===== src/rtl/soc_timer_pkg.sv =====
`default_nettype none
// ============================================================================
// Module   : soc_timer_pkg
// Brief    : Register map and bit positions of the soc_timer peripheral.
// Revision : 1.0
// ============================================================================
package soc_timer_pkg;

    // Word index, i.e. iomem_addr[4:2]
    localparam logic [2:0] c_REG_CTRL     = 3'd0;
    localparam logic [2:0] c_REG_PRESCALE = 3'd1;
    localparam logic [2:0] c_REG_RELOAD   = 3'd2;
    localparam logic [2:0] c_REG_COUNT    = 3'd3;
    localparam logic [2:0] c_REG_STATUS   = 3'd4;

    localparam int c_CTRL_EN          = 0;
    localparam int c_CTRL_AUTO        = 1;
    localparam int c_CTRL_IE          = 2;
    localparam int c_STATUS_EXPIRED   = 0;

    function automatic logic [31:0] merge_wstrb(
        input logic [31:0] old_val,
        input logic [31:0] wdata,
        input logic [3:0]  wstrb
    );
        logic [31:0] res;
        res = old_val;
        for (int i = 0; i < 4; i++) begin
            if (wstrb[i]) res[8*i +: 8] = wdata[8*i +: 8];
        end
        return res;
    endfunction

endpackage
`default_nettype wire


===== src/rtl/soc_timer_prescaler.sv =====
`default_nettype none
// ============================================================================
// Module   : soc_timer_prescaler
// Brief    : Free-running 0..PRESCALE counter emitting a one-cycle tick.
// Revision : 1.0
// ============================================================================
module soc_timer_prescaler #(
    parameter int PRESCALE_W = 16
) (
    input  logic                  clk,
    input  logic                  resetn,
    input  logic                  i_en,
    input  logic                  i_clr,
    input  logic [PRESCALE_W-1:0] i_prescale,
    output logic                  o_tick
);

    logic [PRESCALE_W-1:0] r_cnt;
    logic                  w_hit;

    // >= so that lowering PRESCALE below the running count ends the period
    // instead of letting the counter wrap through its full range.
    assign w_hit  = (r_cnt >= i_prescale);
    assign o_tick = i_en & w_hit;

    always_ff @(posedge clk or negedge resetn) begin
        if (!resetn) begin
            r_cnt <= '0;
        end else if (i_clr || !i_en || w_hit) begin
            r_cnt <= '0;
        end else begin
            r_cnt <= r_cnt + 1'b1;
        end
    end

endmodule
`default_nettype wire


===== src/rtl/soc_timer.sv =====
`default_nettype none
// ============================================================================
// Module   : soc_timer
// Brief    : iomem-mapped 32-bit down-counting timer with prescaler and irq.
// Revision : 1.0
// ============================================================================
module soc_timer
    import soc_timer_pkg::*;
#(
    parameter int PRESCALE_W = 16
) (
    input  logic        clk,
    input  logic        resetn,
    input  logic        iomem_valid,
    input  logic [3:0]  iomem_wstrb,
    input  logic [31:0] iomem_addr,
    input  logic [31:0] iomem_wdata,
    output logic [31:0] iomem_rdata,
    output logic        iomem_ready,
    output logic        irq
);

    logic                  r_ready;
    logic [31:0]           r_rdata;
    logic                  r_en;
    logic                  r_auto;
    logic                  r_ie;
    logic                  r_expired;
    logic [PRESCALE_W-1:0] r_prescale;
    logic [31:0]           r_reload;
    logic [31:0]           r_count;

    logic        w_acc;
    logic        w_wr;
    logic [2:0]  w_sel;
    logic        w_wr_ctrl;
    logic        w_wr_presc;
    logic        w_wr_reload;
    logic        w_wr_count;
    logic        w_wr_status;
    logic [31:0] w_ctrl_cur;
    logic [31:0] w_ctrl_new;
    logic [31:0] w_status_cur;
    logic [31:0] w_presc_cur;
    logic [31:0] w_presc_new;
    logic [31:0] w_rd_val;
    logic        w_en_rise;
    logic        w_tick;
    logic        w_tick_eff;
    logic        w_expire;
    logic        w_status_clr;
    logic        w_unused;

    assign w_acc       = iomem_valid & ~r_ready;
    assign w_wr        = w_acc & (|iomem_wstrb);
    assign w_sel       = iomem_addr[4:2];
    assign w_wr_ctrl   = w_wr & (w_sel == c_REG_CTRL);
    assign w_wr_presc  = w_wr & (w_sel == c_REG_PRESCALE);
    assign w_wr_reload = w_wr & (w_sel == c_REG_RELOAD);
    assign w_wr_count  = w_wr & (w_sel == c_REG_COUNT);
    assign w_wr_status = w_wr & (w_sel == c_REG_STATUS);

    always_comb begin
        w_ctrl_cur                    = '0;
        w_ctrl_cur[c_CTRL_EN]         = r_en;
        w_ctrl_cur[c_CTRL_AUTO]       = r_auto;
        w_ctrl_cur[c_CTRL_IE]         = r_ie;
        w_status_cur                  = '0;
        w_status_cur[c_STATUS_EXPIRED] = r_expired;
    end

    assign w_presc_cur = 32'(r_prescale);
    assign w_ctrl_new  = merge_wstrb(w_ctrl_cur, iomem_wdata, iomem_wstrb);
    assign w_presc_new = merge_wstrb(w_presc_cur, iomem_wdata, iomem_wstrb);

    always_comb begin
        w_rd_val = '0;
        case (w_sel)
            c_REG_CTRL:     w_rd_val = w_ctrl_cur;
            c_REG_PRESCALE: w_rd_val = w_presc_cur;
            c_REG_RELOAD:   w_rd_val = r_reload;
            c_REG_COUNT:    w_rd_val = r_count;
            c_REG_STATUS:   w_rd_val = w_status_cur;
            default:        w_rd_val = '0;
        endcase
    end

    assign w_en_rise = w_wr_ctrl & w_ctrl_new[c_CTRL_EN] & ~r_en;

    soc_timer_prescaler #(
        .PRESCALE_W (PRESCALE_W)
    ) u_prescaler (
        .clk        (clk),
        .resetn     (resetn),
        .i_en       (r_en),
        .i_clr      (w_en_rise),
        .i_prescale (r_prescale),
        .o_tick     (w_tick)
    );

    // A same-cycle COUNT write, or a CTRL write that stops the timer,
    // consumes the tick entirely.
    assign w_tick_eff   = w_tick & ~w_wr_count & ~(w_wr_ctrl & ~w_ctrl_new[c_CTRL_EN]);
    assign w_expire     = w_tick_eff & (r_count == 32'd0);
    assign w_status_clr = w_wr_status & iomem_wstrb[0] & iomem_wdata[c_STATUS_EXPIRED];

    always_ff @(posedge clk or negedge resetn) begin
        if (!resetn) begin
            r_ready    <= 1'b0;
            r_rdata    <= '0;
            r_en       <= 1'b0;
            r_auto     <= 1'b0;
            r_ie       <= 1'b0;
            r_expired  <= 1'b0;
            r_prescale <= '0;
            r_reload   <= '0;
            r_count    <= '0;
        end else begin
            r_ready <= w_acc;
            r_rdata <= w_acc ? w_rd_val : 32'd0;

            if (w_wr_ctrl) begin
                r_en   <= w_ctrl_new[c_CTRL_EN];
                r_auto <= w_ctrl_new[c_CTRL_AUTO];
                r_ie   <= w_ctrl_new[c_CTRL_IE];
            end else if (w_expire && !r_auto) begin
                r_en <= 1'b0;
            end

            if (w_wr_presc) begin
                r_prescale <= w_presc_new[PRESCALE_W-1:0];
            end

            if (w_wr_reload) begin
                r_reload <= merge_wstrb(r_reload, iomem_wdata, iomem_wstrb);
            end

            if (w_wr_count) begin
                r_count <= merge_wstrb(r_count, iomem_wdata, iomem_wstrb);
            end else if (w_tick_eff) begin
                if (r_count != 32'd0) r_count <= r_count - 32'd1;
                else if (r_auto)      r_count <= r_reload;
            end

            if (w_expire) begin
                r_expired <= 1'b1;
            end else if (w_status_clr) begin
                r_expired <= 1'b0;
            end
        end
    end

    assign iomem_ready = r_ready;
    assign iomem_rdata = r_rdata;
    assign irq         = r_expired & r_ie;

    assign w_unused = ^{iomem_addr[31:5], iomem_addr[1:0], w_ctrl_new[31:3], w_presc_new};

endmodule
`default_nettype wire


===== config.mk =====
export PLATFORM = sky130hd
export DESIGN_NAME = soc_timer
export DESIGN_NICKNAME = d
export VERILOG_FILES = /design/src/rtl/soc_timer_pkg.sv /design/src/rtl/soc_timer_prescaler.sv /design/src/rtl/soc_timer.sv
export SDC_FILE = /design/constraint.sdc
export NUM_CORES = 1
export LEC_CHECK = 0
export ABC_AREA = 1
export CORE_MARGIN = 2
export CORE_UTILIZATION = 50
export DETAILED_ROUTE_END_ITERATION = 10
export PLACE_DENSITY = 0.77
export SETUP_SLACK_MARGIN = 0.05
export SYNTH_ARGS = -nofsm -noshare
export SYNTH_HDL_FRONTEND = slang
export SYNTH_SLANG_ARGS = --single-unit

===== constraint.sdc =====
create_clock -name clk -period 1.8 [get_ports clk]
set_input_delay 0.36 -clock clk [delete_from_list [all_inputs] [get_ports clk]]
set_output_delay 0.36 -clock clk [all_outputs]
set_load 0.1 [all_outputs]

==> results.py, run 1 <==
metrics = {
    "placed_design": {
        "placed_cells": 1505,
        "portBuffers": 75,
        "placedInstanceArea_um2": 10300,
        "pre_cts_ws_ns": -0.534,
        "dp_hpwl_mm": 18.2,
        "gp_congestion": 0.988,
    },
    "floorplan": {
        "core.rowCount": 45,
        "initial_core_util_pct": 51.3,
        "core_area_um2": 15200,
        "die_area_um2": 16600,
        "io_pins": 105,
        "die_h_um": 129,
        "die_w_um": 129,
    },
    "timing": {
        "period_share_pct": 120,
        "fin_hold_ws_ns": 0.477,
        "fmax_ghz": 0.464,
        "tightest_slew_ns": 0.561,
        "setup_viol": 50,
        "clock_skew_ns": 0.0123,
        "fin_crit_ns": 2.16,
        "rsz0062_at_grt": "true",
        "slew_headroom_pct": 62.6,
        "drv_slew": 0,
        "layout_setup_ws_ns": -0.356,
        "hold_viol": 0,
    },
    "setup_path": {
        "path_buf_inv": 0,
        "end_kind": "flop",
        "cp.required_ns": 2.12,
        "r2r_start": "u_prescaler.r_cnt[11]",
        "startpoint_type": "flop",
        "cp_slowest_cell": "dfrtp_1",
        "critical_path.startpoint": "u_prescaler.r_cnt[11]",
        "max_stage_delay_ns": 0.45,
        "path_class": "flop to flop",
        "arrival_ns": 2.48,
        "cp_cell_sequence": "ha_4 -> nand2_4 -> o21bai_4 -> a21oi_2 -> nor2_2 -> nand2_2 -> nand3_4 -> nand2_8 -> nand2_8 -> nand2_1 -> nand2_2",
        "cp_max_fo": 8,
        "cpLargestDelayFamily": "simple AND/OR/NAND/NOR gates",
    },
    "worst_hold_path": {
        "min_path_type": "primary input to async pin",
    },
    "global_routing": {
        "top_usage_layer": "met2",
        "gr-usage-all-layers_pct": 32.8,
        "gr-usage-met1_pct": 37.4,
        "grt_pass1_wl_mm": 42.0,
        "grt_pass1_vias": 8808,
        "grt_util_met2_pct": 56.1,
        "overflow": 0,
        "grt_max_degree": 55,
        "met3_usage_pct": 7.28,
        "antenna_found_initial": 0,
    },
    "logic_synthesis": {
        "syn_area_per_cell_um2": 7.05,
        "synth-main-ff-cell": "dfrtp_1",
        "synth_edf_count": 0,
        "synth_top_area_share_pct": 42.6,
        "syn-cell-area_um2": 7810,
        "synth.most_common_cell": "nand2_1",
        "ys_types": 36,
        "synthesis.instances": 1107,
        "yosysSeqAreaShare_pct": 42.6,
        "synthTopCellsByArea": "dfrtp_1 43%, nand2_1 17%, inv_1 6.8%",
        "synth_seq_cells": 133,
        "yosys.area.top_type": "dfrtp_1",
        "async_reset_ff_share_pct": 100,
        "yosysWarnings": 0,
        "synth_common_cells": "360 x nand2_1, 141 x inv_1, 133 x dfrtp_1, 121 x nor2_1, 98 x nand3_1",
        "syn_nets": 1197,
    },
    "cts": {
        "clk_pin_slew_ns": 0.06,
        "tritoncts": "yes",
        "cts_buffer_depth": 2,
        "htreeDepth": 4,
        "clk_latency_ns": 0.44,
        "cts.sinks": 133,
        "clockRootBuffer": "clkbuf_16",
        "cts_made_buffers": 17,
    },
    "run": {
        "cap_violations": 0,
    },
    "outcome": {
        "status": "complete, but fails checks",
        "violations": "setup timing",
    },
    "route": {
        "via_per_inst": 5.75,
        "finalWirelength_mm": 28.2,
        "drc": 0,
        "wl_per_cell_um": 18.1,
        "ant_nets": 0,
        "firstDrtPassIters": 6,
        "routed-via-count": 8939,
        "drt-initial-drc-count": 962,
    },
    "finish": {
        "finish.instance_area_um2": 11800,
        "nNetsFinal": 1443,
        "diodes": 0,
        "area_growth_pct": 51.2,
        "instances_no_fill": 1554,
        "utilization_pct": 77.6,
        "drive_above_1_share_pct": 29.3,
    },
    "power_and_ir_drop": {
        "clkPwrFrac_pct": 22.5,
        "ir_drop_mv": 0.973,
        "power.share.sequential_pct": 26.6,
        "combinationalPowerShare_pct": 50.9,
        "switching_share_pct": 41.9,
        "internal-power_mw": 8.75,
        "p_sw_mw": 6.30,
        "p_leak_nw": 5.82,
        "power_density_nw_per_um2": 1280,
    },
}
==> worst reg2reg max path, stage by stage, from the launching register on <==
cell and delay [ns]:
dfrtp_1 0.45, ha_4 0.32, nand2_4 0.07, o21bai_4 0.18, a21oi_2 0.17, nor2_2 0.07
nand2_2 0.13, nand3_4 0.17, nand2_8 0.20, nand2_8 0.09, nand2_1 0.13, nand2_2 0.06
==> layer usage <==
layer  routed length (um)  part of all wire, %  vias up
li1                     -                    -     4037
met1                10100                   36     4205
met2                14200                   50      548
met3                 2270                  8.1      149
met4                 1610                  5.7        0
met5                    0                    0        -
==> power groups by stage <==
stage          sequential [mW]  clock (mW)  combinational [mW]
6_report                  4.00        3.39                7.66
5_1_grt                   4.05        3.55                8.32
4_1_cts                   3.94        3.39                7.03
3_5_place_dp              3.97           0                6.75
3_3_place_gp              3.95           0                6.62
2_1_floorplan             4.32           0                3.26
==> area by class of cell <==
class,count,area (um^2)
multi-input combinational,794,4450
fill,970,3400
sequential,133,3330
timing repair buffer,256,2630
inverter,151,583
clock buffer,22,474
tap,188,235
clock inverter,10,97.6
==> layout by cell type, fill, tap and decap left out, types with 24 or more instances in the layout <==
cell               n
nand3_2           32
a21oi_1           24
o21ai_0           43
dfrtp_1          132
buf_4            160
nand2_2           32
inv_1            131
nand3_1           66
nand2_1          326
clkdlybuf4s50_1   40
nor2_1           104
buf_12            45
==> registers in the layout, indices dropped and copies added (netlist names) <==
register	cells
iomem_rdata	32
iomem_ready	1
r_auto	1
r_count	32
r_en	1
r_expired	1
r_ie	1
r_prescale	16
r_reload	32
u_prescaler.r_cnt	16
==> worst paths after layout <==
| path | slack, ns | cells past startpoint | endpoint |
|---|---|---|---|
| setup / recovery | -0.36 | 11 | r_count[19] |
| hold / removal | 0.48 | 2 | r_count[17] |
| setup reg to reg | -0.36 | 11 | r_count[19] |
| hold reg to reg | 0.49 | 2 | r_reload[12] |
| max in group asynchronous | 0.76 | 3 | r_reload[28] |
| min in group clk | 0.49 | 2 | r_reload[12] |
==> cells by family after synthesis <==
family | count (synthesis) | synth area share [%]
compound gates | 139 | 10.1
xor+xnor | 9 | 1.01
buf+inv | 181 | 9.46
simple gates | 626 | 33.8
fa+ha+maj | 19 | 3.05
flops | 133 | 42.6
==> through the flow <==
step | setup TNS (ns) | total power, mW
final | -14.59 | 15.1
after global routing | -16.89 | 15.9
after CTS | -11.09 | 14.4
after detailed placement | -34.86 | 10.7
after global placement | -29.10 | 10.6
after floorplan | 0 | 7.58
==> timing repair <==
action | CTS | global route
endpoints found under the hold margin | 51 | 0
pin swaps | 31 | 43
endpoints found under the setup margin | 55 | 68
gates cloned | 1 | 0
hold buffers | 1 | 0
setup buffers | 4 | 11
gates resized for setup | 74 | 100
Power figures use the tool's default switching activity.
==> inputs of run 2 (changes only) <==
--- a/config.mk
+++ b/config.mk
@@ -6,10 +6,12 @@
 export NUM_CORES = 1
 export LEC_CHECK = 0
 export ABC_AREA = 1
+export CORE_ASPECT_RATIO = 1.75
 export CORE_MARGIN = 2
 export CORE_UTILIZATION = 50
 export DETAILED_ROUTE_END_ITERATION = 10
 export PLACE_DENSITY = 0.77
+export REMOVE_ABC_BUFFERS = 1
 export SETUP_SLACK_MARGIN = 0.05
 export SYNTH_ARGS = -nofsm -noshare
 export SYNTH_HDL_FRONTEND = slang
==> constraint.sdc (replaced) <==
create_clock -name clk -period 1.8 [get_ports clk]
set_input_delay 0.36 -clock clk [delete_from_list [all_inputs] [get_ports clk]]
set_output_delay 0.36 -clock clk [all_outputs]
set_load 0.01 [all_outputs]
==> results.py, run 2 (synthesized netlist as in run 1, its figures left out) <==
metrics = {
    "outcome": {
        "status": "complete, but fails checks",
        "violations": "setup timing",
    },
    "worst_hold_path": {
        "min_path_type": "primary input to async pin",
    },
    "setup_path": {
        "path_buf_inv": 2,
        "cpLargestDelayFamily": "simple AND/OR/NAND/NOR gates",
        "cp.required_ns": 2.17,
        "crit_top_cell": "nand2_1",
        "path_class": "flop to flop",
        "cp_max_fo": 8,
        "arrival_ns": 2.46,
        "cp_cell_sequence": "inv_1 -> ha_1 -> nand2_1 -> o21bai_1 -> a21oi_2 -> nor2_2 -> nand2_2 -> nand3_4 -> nand2_8 -> buf_8 -> nand3_2 -> nand2_1",
        "cp_slowest_cell": "dfrtp_1",
        "startpoint_type": "flop",
        "end_kind": "flop",
        "max_stage_delay_ns": 0.36,
    },
    "route": {
        "drc": 0,
        "ant_nets": 0,
        "wl_per_cell_um": 17.3,
        "routed-via-count": 8637,
        "finalWirelength_mm": 27.0,
        "drt-initial-drc-count": 617,
        "via_per_inst": 5.53,
        "firstDrtPassIters": 6,
    },
    "floorplan": {
        "initial_core_util_pct": 51.0,
        "core.rowCount": 60,
        "core_area_um2": 15300,
        "die_w_um": 98.5,
        "die_h_um": 169,
        "die_area_um2": 16700,
        "io_pins": 105,
    },
    "finish": {
        "nNetsFinal": 1454,
        "finish.instance_area_um2": 11400,
        "area_growth_pct": 46.0,
        "multiInputGateArea_um2": 4340,
        "diodes": 0,
        "regArea_um2": 3330,
        "drive_above_1_share_pct": 25.0,
        "utilization_pct": 74.4,
        "instances_no_fill": 1563,
        "fillers": 1109,
        "final_cell_mix": "342 x nand2_1, 177 x buf_4, 134 x inv_1",
        "final_common_cell": "nand2_1",
    },
    "placed_design": {
        "pre_cts_ws_ns": -0.480,
        "placed_cells": 1513,
        "portBuffers": 75,
        "gp_congestion": 1.00,
        "placedInstanceArea_um2": 9970,
        "dp_hpwl_mm": 18.9,
    },
    "power_and_ir_drop": {
        "p_leak_nw": 5.77,
        "power_density_nw_per_um2": 1320,
        "power_mw": 15.0,
        "ir_drop_mv": 0.741,
    },
    "timing": {
        "period_share_pct": 116,
        "clock_skew_ns": 0.0122,
        "hold_viol": 0,
        "layout_setup_ws_ns": -0.288,
        "fin_crit_ns": 2.09,
        "tightest_slew_ns": 0.497,
        "fmax_ghz": 0.479,
        "setup_viol": 50,
        "slew_headroom_pct": 66.8,
        "drv_slew": 0,
        "rsz0062_at_grt": "true",
    },
    "cts": {
        "clk_pin_slew_ns": 0.07,
        "clk_latency_ns": 0.43,
        "cts.sinks": 133,
        "cts_made_buffers": 17,
        "htreeDepth": 4,
        "clockRootBuffer": "clkbuf_16",
        "cts_buffer_depth": 2,
        "tritoncts": "yes",
    },
    "global_routing": {
        "grt_pass1_vias": 8715,
        "grt_max_degree": 51,
        "gr-usage-all-layers_pct": 31.7,
        "antenna_found_initial": 0,
        "grt_pass1_wl_mm": 41.4,
        "overflow": 0,
    },
    "run": {
        "cap_violations": 0,
    },
}
-- run 2: cell count changes in the layout (fill, tap and decap cells not counted), moves of 4 or more --
cell	before	now
buf_12	45	4
buf_4	160	177
clkdlybuf4s50_1	40	70
nand2_1	326	342
nand2_2	32	14
nand2_4	4	8
nand3_1	66	77
nand3_2	32	19
-- run 2: through the flow --
step                hold slack, ns  setup TNS [ns]
global placement             0.324          -32.99
CTS                          0.450           -9.70
finish                       0.433          -12.18
detailed placement           0.329          -37.39
floorplan                   0.0644          -23.78
global route                 0.471          -17.60
-- run 2: metal layers --
layer	part of all wire, %	track usage (%)
met5	0	0
met4	7.3	22.6
met3	5.4	4.90
met2	53	58.7
met1	34	31.5
-- run 2: what timing repair did --
action / CTS / global route
hold endpoints to repair: 44 / 0
pin swaps: 35 / 34
setup buffers: 6 / 9
hold buffers: 1 / 0
endpoints found under the setup margin: 52 / 76
gates cloned: 1 / 1
resized for setup: 67 / 82
-- run 2: layout make-up --
cell class	count	area share, %
well taps	186	2.04
repair inverters	1	0.0768
multi-input cells	794	38.1
flip-flops and latches	133	29.2
inverters	151	5.12
repair buffers	266	20.0
clock inverters	14	1.69
clock buffers	18	3.77
-- run 2: worst paths after layout --
path / slack, ns / start / cells past startpoint / to
min reg2reg: 0.49 / r_reload[13] / 2 / r_reload[13]
min: 0.43 / resetn / 2 / r_reload[2]
min in group clk: 0.45 / iomem_wstrb[0] / 3 / r_auto
max reg2reg: -0.29 / r_prescale[11] / 12 / r_count[26]
max in group asynchronous: 0.75 / resetn / 3 / r_count[12]
max: -0.29 / r_prescale[11] / 12 / r_count[26]
-- run 2: where the power goes --
part	internal, mW	total [mW]	switching (mW)	leakage [nW]
clock network	2.23	3.77	1.54	0.302
registers	3.57	3.97	0.398	1.73
logic	3.14	7.28	4.13	3.74
total	8.95	15.0	6.07	5.77
==> inputs of run 3 (changes only) <==
--- a/config.mk
+++ b/config.mk
@@ -13,6 +13,7 @@
 export PLACE_DENSITY = 0.77
 export REMOVE_ABC_BUFFERS = 1
 export SETUP_SLACK_MARGIN = 0.05
+export SKIP_CTS_REPAIR_TIMING = 1
 export SYNTH_ARGS = -nofsm -noshare
 export SYNTH_HDL_FRONTEND = slang
 export SYNTH_SLANG_ARGS = --single-unit
==> results.py, run 3 (synthesized netlist as in run 1, its figures left out) <==
metrics = {
    "setup_path": {
        "cp_cell_sequence": "inv_1 -> ha_1 -> nand4_1 -> nor3_2 -> nand2_1 -> nand2_2 -> nand3_4 -> nand2_8 -> buf_8 -> nand2_8 -> nand2_2 -> nand2_2",
        "cp_slowest_cell": "dfrtp_1",
        "max_stage_delay_ns": 0.37,
        "arrival_ns": 2.52,
        "path_class": "flop to flop",
        "cp.required_ns": 2.11,
        "cp_max_fo": 8,
        "startpoint_type": "flop",
        "crit_top_cell": "nand2_2",
        "end_kind": "flop",
    },
    "finish": {
        "regArea_um2": 3330,
        "final_common_cell": "nand2_1",
        "diodes": 0,
        "finish.instance_area_um2": 11300,
        "fillers": 1111,
        "utilization_pct": 73.8,
        "multiInputGateArea_um2": 4250,
        "drive_above_1_share_pct": 25.1,
        "final_cell_mix": "336 x nand2_1, 173 x buf_4, 133 x dfrtp_1",
        "nNetsFinal": 1451,
        "instances_no_fill": 1560,
        "area_growth_pct": 44.8,
    },
    "global_routing": {
        "overflow": 0,
        "gr-usage-all-layers_pct": 30.6,
        "antenna_found_initial": 0,
        "grt_pass1_vias": 8391,
        "grt_pass1_wl_mm": 40.0,
        "grt_max_degree": 51,
    },
    "floorplan": {
        "core_area_um2": 15300,
        "die_area_um2": 16700,
        "core.rowCount": 60,
        "die_h_um": 169,
        "io_pins": 105,
        "initial_core_util_pct": 51.0,
        "die_w_um": 98.5,
    },
    "route": {
        "finalWirelength_mm": 28.2,
        "routed-via-count": 8761,
        "ant_nets": 0,
        "via_per_inst": 5.62,
        "drt-initial-drc-count": 621,
        "firstDrtPassIters": 7,
        "wl_per_cell_um": 18.1,
        "drc": 0,
    },
    "cts": {
        "clk_latency_ns": 0.43,
        "clockRootBuffer": "clkbuf_16",
        "htreeDepth": 4,
        "clk_pin_slew_ns": 0.06,
        "tritoncts": "yes",
        "cts_buffer_depth": 2,
        "cts_made_buffers": 17,
        "cts.sinks": 133,
    },
    "power_and_ir_drop": {
        "power_mw": 15.1,
        "power.share.sequential_pct": 26.3,
        "p_sw_mw": 6.15,
        "clkPwrFrac_pct": 24.8,
        "combinationalPowerShare_pct": 48.9,
        "p_leak_nw": 5.73,
        "ir_drop_mv": 0.753,
        "power_density_nw_per_um2": 1340,
        "switching_share_pct": 40.6,
        "internal-power_mw": 8.98,
    },
    "timing": {
        "clock_skew_ns": 0.0111,
        "fin_hold_ws_ns": 0.432,
        "fmax_ghz": 0.454,
        "layout_setup_ws_ns": -0.403,
        "hold_viol": 0,
        "tns_ns": -16.16,
        "fin_crit_ns": 2.20,
        "drv_slew": 0,
        "tightest_slew_ns": 0.506,
        "setup_viol": 50,
        "rsz0062_at_grt": "true",
        "period_share_pct": 122,
        "slew_headroom_pct": 66.2,
    },
    "placed_design": {
        "gp_congestion": 1.00,
        "dp_hpwl_mm": 18.9,
        "placedInstanceArea_um2": 9970,
        "pre_cts_ws_ns": -0.480,
        "portBuffers": 75,
        "placed_cells": 1513,
    },
    "outcome": {
        "status": "complete, but fails checks",
        "violations": "setup timing",
    },
    "worst_hold_path": {
        "min_path_type": "primary input to async pin",
    },
    "run": {
        "cap_violations": 0,
    },
}
==> run 3: cell types whose count changed in the layout (fill, tap and decap cells not counted), sizes merged <==
| cell | change |
|---|---|
| nand2 | -1 |
| dlymetal6s2s | +1 |
| clkinv | +1 |
| dlygate4sd2 | -1 |
| inv | -1 |
| buf | -2 |
==> run 3: worst max-delay path, delay by kind of cell (launching register included) <==
kind                     cells  cell delay (ns)
buffers and inverters        2             0.24
AND/OR/NAND/NOR              9             1.20
adder cells (fa/ha/maj)      1             0.28
flip-flops                   1             0.37
==> run 3: worst paths after layout <==
| path | start | endpoint | slack [ns] | depth (start not counted) |
|---|---|---|---|---|
| setup / recovery | r_prescale[12] | r_count[13] | -0.40 | 12 |
| hold / removal | resetn | r_reload[2] | 0.43 | 2 |
| setup reg to reg | r_prescale[12] | r_count[13] | -0.40 | 12 |
| hold reg to reg | r_reload[13] | r_reload[13] | 0.49 | 2 |
| max in group asynchronous | resetn | r_count[24] | 0.74 | 3 |
| min in group clk | iomem_wstrb[0] | r_ie | 0.46 | 3 |
==> run 3: power by group through the flow <==
stage,combinational [mW],sequential [mW],clock [mW]
floorplan,3.23,4.08,0
global placement,6.49,3.96,0
detailed placement,6.59,3.97,0
CTS,6.66,3.93,3.77
global route,8.06,4.04,3.91
finish,7.40,3.98,3.76
==> run 3: layout make-up <==
class	instances	area share [%]
flip-flops and latches	133	29.4
clock inverters	14	1.70
clock buffers	18	3.80
inverters	151	5.12
repair buffers	264	20.2
well taps	186	2.06
repair inverters	1	0.0775
multi-input cells	793	37.6
==> run 3: layer usage <==
| layer | wire length [um] | global-route usage (%) |
|---|---|---|
| met4 | 2250 | 20.8 |
| met5 | 0 | 0 |
| met1 | 9350 | 31.1 |
| met2 | 15100 | 56.7 |
| met3 | 1470 | 4.49 |
